$ cat src/rtl/rstk_stack.sv
// rtl/rstk_stack.sv - LIFO register stack with wrap-on-overflow and combinational top-of-stack
//
// Purpose:
//   A DEPTH-entry circular buffer used as a register-mapped stack.
//   A load strobe pushes data_in. A read strobe pops.
//   When the stack is full, a push overwrites the oldest entry so that the newest DEPTH entries survive.
//
// Ports:
//   sysclk     in   system clock, rising edge
//   sysreset   in   asynchronous active-low reset
//   data_out   out  current top-of-stack, 0 when empty
//   data_in    in   value to push or to replace the top with
//   load       in   push strobe
//   read       in   pop strobe
//   depth      out  number of valid entries, 0..DEPTH
//   empty      out  depth == 0
//   full       out  depth == DEPTH
//   err_clear  in   clears sticky flags            (RSTK_STACK_ERR_EN only)
//   overflow   out  sticky push-when-full flag     (RSTK_STACK_ERR_EN only)
//   underflow  out  sticky pop-when-empty flag     (RSTK_STACK_ERR_EN only)
//
// Configuration macro: RSTK_STACK_ERR_EN enables the sticky error-flag logic and its ports.

module rstk_stack #(
    parameter int WIDTH = 16,
    parameter int DEPTH = 32
) (
    input  logic                       sysclk,
    input  logic                       sysreset,
    output logic [WIDTH-1:0]           data_out,
    input  logic [WIDTH-1:0]           data_in,
    input  logic                       load,
    input  logic                       read,
    output logic [$clog2(DEPTH+1)-1:0] depth,
    output logic                       empty,
`ifdef RSTK_STACK_ERR_EN
    output logic                       full,
    input  logic                       err_clear,
    output logic                       overflow,
    output logic                       underflow
`else
    output logic                       full
`endif
);

    localparam int PW = $clog2(DEPTH);
    localparam int DW = $clog2(DEPTH + 1);
    localparam logic [PW-1:0] TOP_MAX = PW'(DEPTH - 1);
    localparam logic [DW-1:0] CNT_MAX = DW'(DEPTH);

    logic [WIDTH-1:0] mem [DEPTH];
    logic [PW-1:0]    top;
    logic [DW-1:0]    cnt;
    logic [PW-1:0]    ptr_inc;
    logic [PW-1:0]    ptr_dec;
    logic             is_empty;
    logic             is_full;
    logic             do_push;
    logic             do_pop;
    logic             do_repl;

    assign is_empty = (cnt == '0);
    assign is_full  = (cnt == CNT_MAX);

    // Explicit wrap so that DEPTH does not have to be a power of two.
    assign ptr_inc = (top == TOP_MAX) ? '0 : top + 1'b1;
    assign ptr_dec = (top == '0) ? TOP_MAX : top - 1'b1;

    // Asserting load and read together on an empty stack counts as a plain push.
    // On a non-empty stack the same combination rewrites the top entry in place.
    assign do_push = load & (~read | is_empty);
    assign do_repl = load & read & ~is_empty;
    assign do_pop  = read & ~load & ~is_empty;

    always_ff @(posedge sysclk or negedge sysreset) begin
        if (!sysreset) begin
            top <= '0;
            cnt <= '0;
        end else if (do_push) begin
            top <= ptr_inc;
            if (!is_full) begin
                cnt <= cnt + 1'b1;
            end
        end else if (do_pop) begin
            top <= ptr_dec;
            cnt <= cnt - 1'b1;
        end
    end

    // The storage array is not reset.
    // Stale entries stay hidden because data_out is gated to 0 while the stack is empty.
    always_ff @(posedge sysclk) begin
        if (do_push) begin
            mem[ptr_inc] <= data_in;
        end else if (do_repl) begin
            mem[top] <= data_in;
        end
    end

    assign data_out = is_empty ? '0 : mem[top];
    assign depth    = cnt;
    assign empty    = is_empty;
    assign full     = is_full;

`ifdef RSTK_STACK_ERR_EN
    logic ovf_evt;
    logic udf_evt;

    assign ovf_evt = load & ~read & is_full;
    assign udf_evt = read & ~load & is_empty;

    // When a new event and err_clear arrive on the same edge, the event wins.
    always_ff @(posedge sysclk or negedge sysreset) begin
        if (!sysreset) begin
            overflow  <= 1'b0;
            underflow <= 1'b0;
        end else begin
            if (ovf_evt) begin
                overflow <= 1'b1;
            end else if (err_clear) begin
                overflow <= 1'b0;
            end
            if (udf_evt) begin
                underflow <= 1'b1;
            end else if (err_clear) begin
                underflow <= 1'b0;
            end
        end
    end
`endif

endmodule

$ cat config.mk
export PLATFORM = sky130hd
export DESIGN_NAME = rstk_stack
export DESIGN_NICKNAME = d
export VERILOG_FILES = /design/src/rtl/rstk_stack.sv
export SDC_FILE = /design/constraint.sdc
export NUM_CORES = 1
export LEC_CHECK = 0
export ABC_CLOCK_PERIOD_IN_PS = 9700
export CORE_ASPECT_RATIO = 0.8
export CORE_MARGIN = 10
export CORE_UTILIZATION = 45
export CTS_BUF_LIST = sky130_fd_sc_hd__clkbuf_16
export DETAILED_ROUTE_END_ITERATION = 6
export HOLD_SLACK_MARGIN = 0.06
export SLEW_MARGIN = 15
export SYNTH_ARGS = -nofsm -noshare
export SYNTH_HDL_FRONTEND = slang
export SYNTH_SLANG_ARGS = --single-unit
$ cat constraint.sdc
create_clock -name sysclk -period 9.7 [get_ports sysclk]
set_input_delay 0.97 -clock sysclk [delete_from_list [all_inputs] [get_ports sysclk]]
set_output_delay 0.97 -clock sysclk [all_outputs]
set_load 0.1 [all_outputs]
==> flow_summary.yaml <==
global_route:
  grt_pass1_wl_microns: 73600
  grt_pass1_vias: 10600
  grt_use_total: 0.180
  antenna_found_initial: 0
  grt_max_degree: 82
  grt_overflow: 0
route:
  drc: 1
  drt_iter0_drc: 1220
  drtAntennaViolNets: 0
  via_per_inst: 5.98
  num_vias: 10900
  wirelength_microns: 49600
  wl_per_cell_microns: 27.3
  dr.pass1.iters: 7
clock_tree:
  ctsLongestPathBuffers: 3
  cts_resized: 0
  clock_latency_ns: 0.57
  cts_tree: "yes"
  cts_buffers: 51
  hold_buffers: 0
  cts.root.buffer_cell: "clkbuf_16"
  cts_setup_buffers: 0
  h-tree-depth: 2
  cts_sinks: 523
  clk_pin_slew_worst_paths_ns: 0.06
cells_and_area:
  diodes: 0
  final_cell_mix: "512 x edfxtp_1, 107 x mux4_2, 101 x nor2_1"
  areaGrowthSynthToFinish_pct: 14.2
  fin_nets: 1199
  final_common_cell: "edfxtp_1"
  final_cell_count_no_fill: 1818
  fin_util: 0.520
  drive_gt1_frac: 0.209
timing:
  hold_viol_final: 0
  tightest_slew_ns: 1.18
  slew_headroom: 0.212
  setup_viol: 0
  hold_ws_ns: 0.585
  fmax_mhz: 173
  setup_tns_ns: 0
  fin_skew_ns: 0.0141
  rsz0062_at_grt: "no"
  period_needed_ns: 5.77
  fin_ws_ns: 3.93
  post-route-period-util: 0.595
  drv_slew: 0
critical_path:
  critPathBufInv: 3
  worst_path_dominant_cell_family: "buffers and inverters"
  crit_chain: "buf_4, mux2i_1, o22ai_1, a211o_1, a21oi_1, a2111oi_0, buf_4, clkdlybuf4s50_1"
  cp.arrival_ns: 4.80
  critPathLaunch: "top[0]"
  critPathSlowestCell: "clkdlybuf4s50_1"
  slowest_delay_ns: 1.14
  r2r_start: "top[1]"
  cp_max_fo: 52
  critPathRequiredTime_ns: 8.73
  end_kind: "output port"
  crit_path_start_kind: "register"
  worstSetupPathType: "reg2out"
  crit_top_cell: "buf_4"
die:
  start_util: 0.456
  ios: 44
  rows: 70
  core_area_sq_um: 45700
  die_w_microns: 261
  die_h_microns: 212
  dieArea_sq_um: 55300
hold_path:
  worstHoldStart: "depth[4]"
  hp-class: "reg2reg"
outcome:
  violations: "DRC"
  status: "finished, violations left"
synth:
  ys.warnings.count: 0
  syn-cell-area_sq_um: 20800
  synth_cell_types: 58
  synth_seq_cells: 523
  synthArstFlopShare: 0.0210
  ys_seq_area_frac: 0.751
  syn_avg_cell_area_sq_um: 19.1
  synth_edf_count: 512
  synthFlopType: "edfxtp_1"
  syn_inst: 1091
  synthesis.nets: 1119
pwr:
  p_per_area_nw_per_um2: 306
  power_leakage_uw: 0.00769
  irDropWorstVdd_mv: 0.367
run:
  maxCapViolCount: 0
placement:
  io_buffers: 43
  dp.cells: 1730
  pre_cts_ws_ns: 4.52
  hpwlAfterDp_microns: 29000
  gp_congestion: 0.880
## sequential cells by signal (all words and copies together) (netlist names)
signal	flops
depth	6
top	5
mem	512
## final timing paths
path | endpoint | cells past startpoint | slack (ns)
setup / recovery | data_out[3] | 8 | 3.93
hold / removal | depth[4] | 1 | 0.59
setup reg to reg | mem[4][2] | 7 | 5.14
hold reg to reg | depth[4] | 1 | 0.59
max in group asynchronous | top[1] | 1 | 8.58
min in group asynchronous | top[3] | 1 | 0.74
## final cells by class
type,count,area [sq um]
sequential,523,15700
multi-input combinational,498,4910
tap,612,766
timing repair buffer,89,778
clock inverter,35,299
clock buffer,53,1330
inverter,8,30.0
fill,3679,21900
## stage by stage
| stage | instance area, sq um | total power, uW |
|---|---|---|
| 2_1_floorplan | 20800 | 4560 |
| 3_3_place_gp | 22200 | 5370 |
| 3_5_place_dp | 22200 | 5380 |
| 4_1_cts | 23800 | 7310 |
| 5_1_grt | 23800 | 7540 |
| 6_report | 23800 | 7280 |
## worst reg2reg max path: cells and delay by family (launching register included)
| kind | cells | cell delay, ns |
|---|---|---|
| DFF | 1 | 0.77 |
| adders and majority gates | 1 | 0.40 |
| buffers and inverters | 3 | 1.16 |
| muxes | 1 | 0.32 |
| and+or+nand+nor | 2 | 1.53 |
## cell families after synthesis
kind of cell             count (synthesis)  share of synthesized area
buffers and inverters                   70                     0.0147
AND/OR/NAND/NOR                        211                     0.0447
XOR/XNOR                                 7                    0.00294
adder cells (fa/ha/maj)                  8                    0.00517
AO/OA/AOI/OAI                          109                     0.0380
multiplexers                           163                      0.143
flip-flops                             523                      0.751
## cells in the mapped netlist (3+ instances only)
cell / n / share of area
edfxtp_1: 512 / 0.74
nor2_1: 113 / 0.020
mux4_2: 107 / 0.12
mux2i_1: 49 / 0.024
nand2_1: 36 / 0.0065
clkbuf_1: 34 / 0.0061
o22ai_1: 28 / 0.0084
nor3_1: 21 / 0.0050
buf_2: 16 / 0.0038
a21oi_1: 13 / 0.0031
o221ai_1: 12 / 0.0050
dfrtp_1: 11 / 0.013
a221oi_1: 10 / 0.0042
a211o_1: 9 / 0.0038
o21ai_0: 9 / 0.0022
ha_1: 7 / 0.0042
mux2_2: 7 / 0.0038
buf_1: 6 / 0.0011
buf_4: 6 / 0.0022
inv_1: 6 / 0.0011
nand3_1: 6 / 0.0014
nor2b_1: 6 / 0.0018
and2_1: 4 / 0.0012
and3_1: 4 / 0.0012
or3_1: 4 / 0.0012
xnor2_1: 4 / 0.0017
a21o_1: 3 / 0.0011
a31oi_1: 3 / 0.00090
nand4_1: 3 / 0.00090
nor4_1: 3 / 0.00090
or2_2: 3 / 0.00090
xor2_1: 3 / 0.0013
## power by group
part | switching (uW) | internal [uW] | total (uW)
clock network | 802 | 1140 | 1940
registers | 106 | 2650 | 2750
logic | 1810 | 773 | 2580
total | 2720 | 4560 | 7280
## layer usage
metal | part of all wire | vias up | track usage
met5 | 0 | - | 0
met4 | 0.020 | 0 | 0.0408
met3 | 0.080 | 74 | 0.0351
met2 | 0.45 | 446 | 0.270
met1 | 0.45 | 5747 | 0.267
li1 | - | 4609 | -
Note: power is estimated with default switching activity, not from simulation.
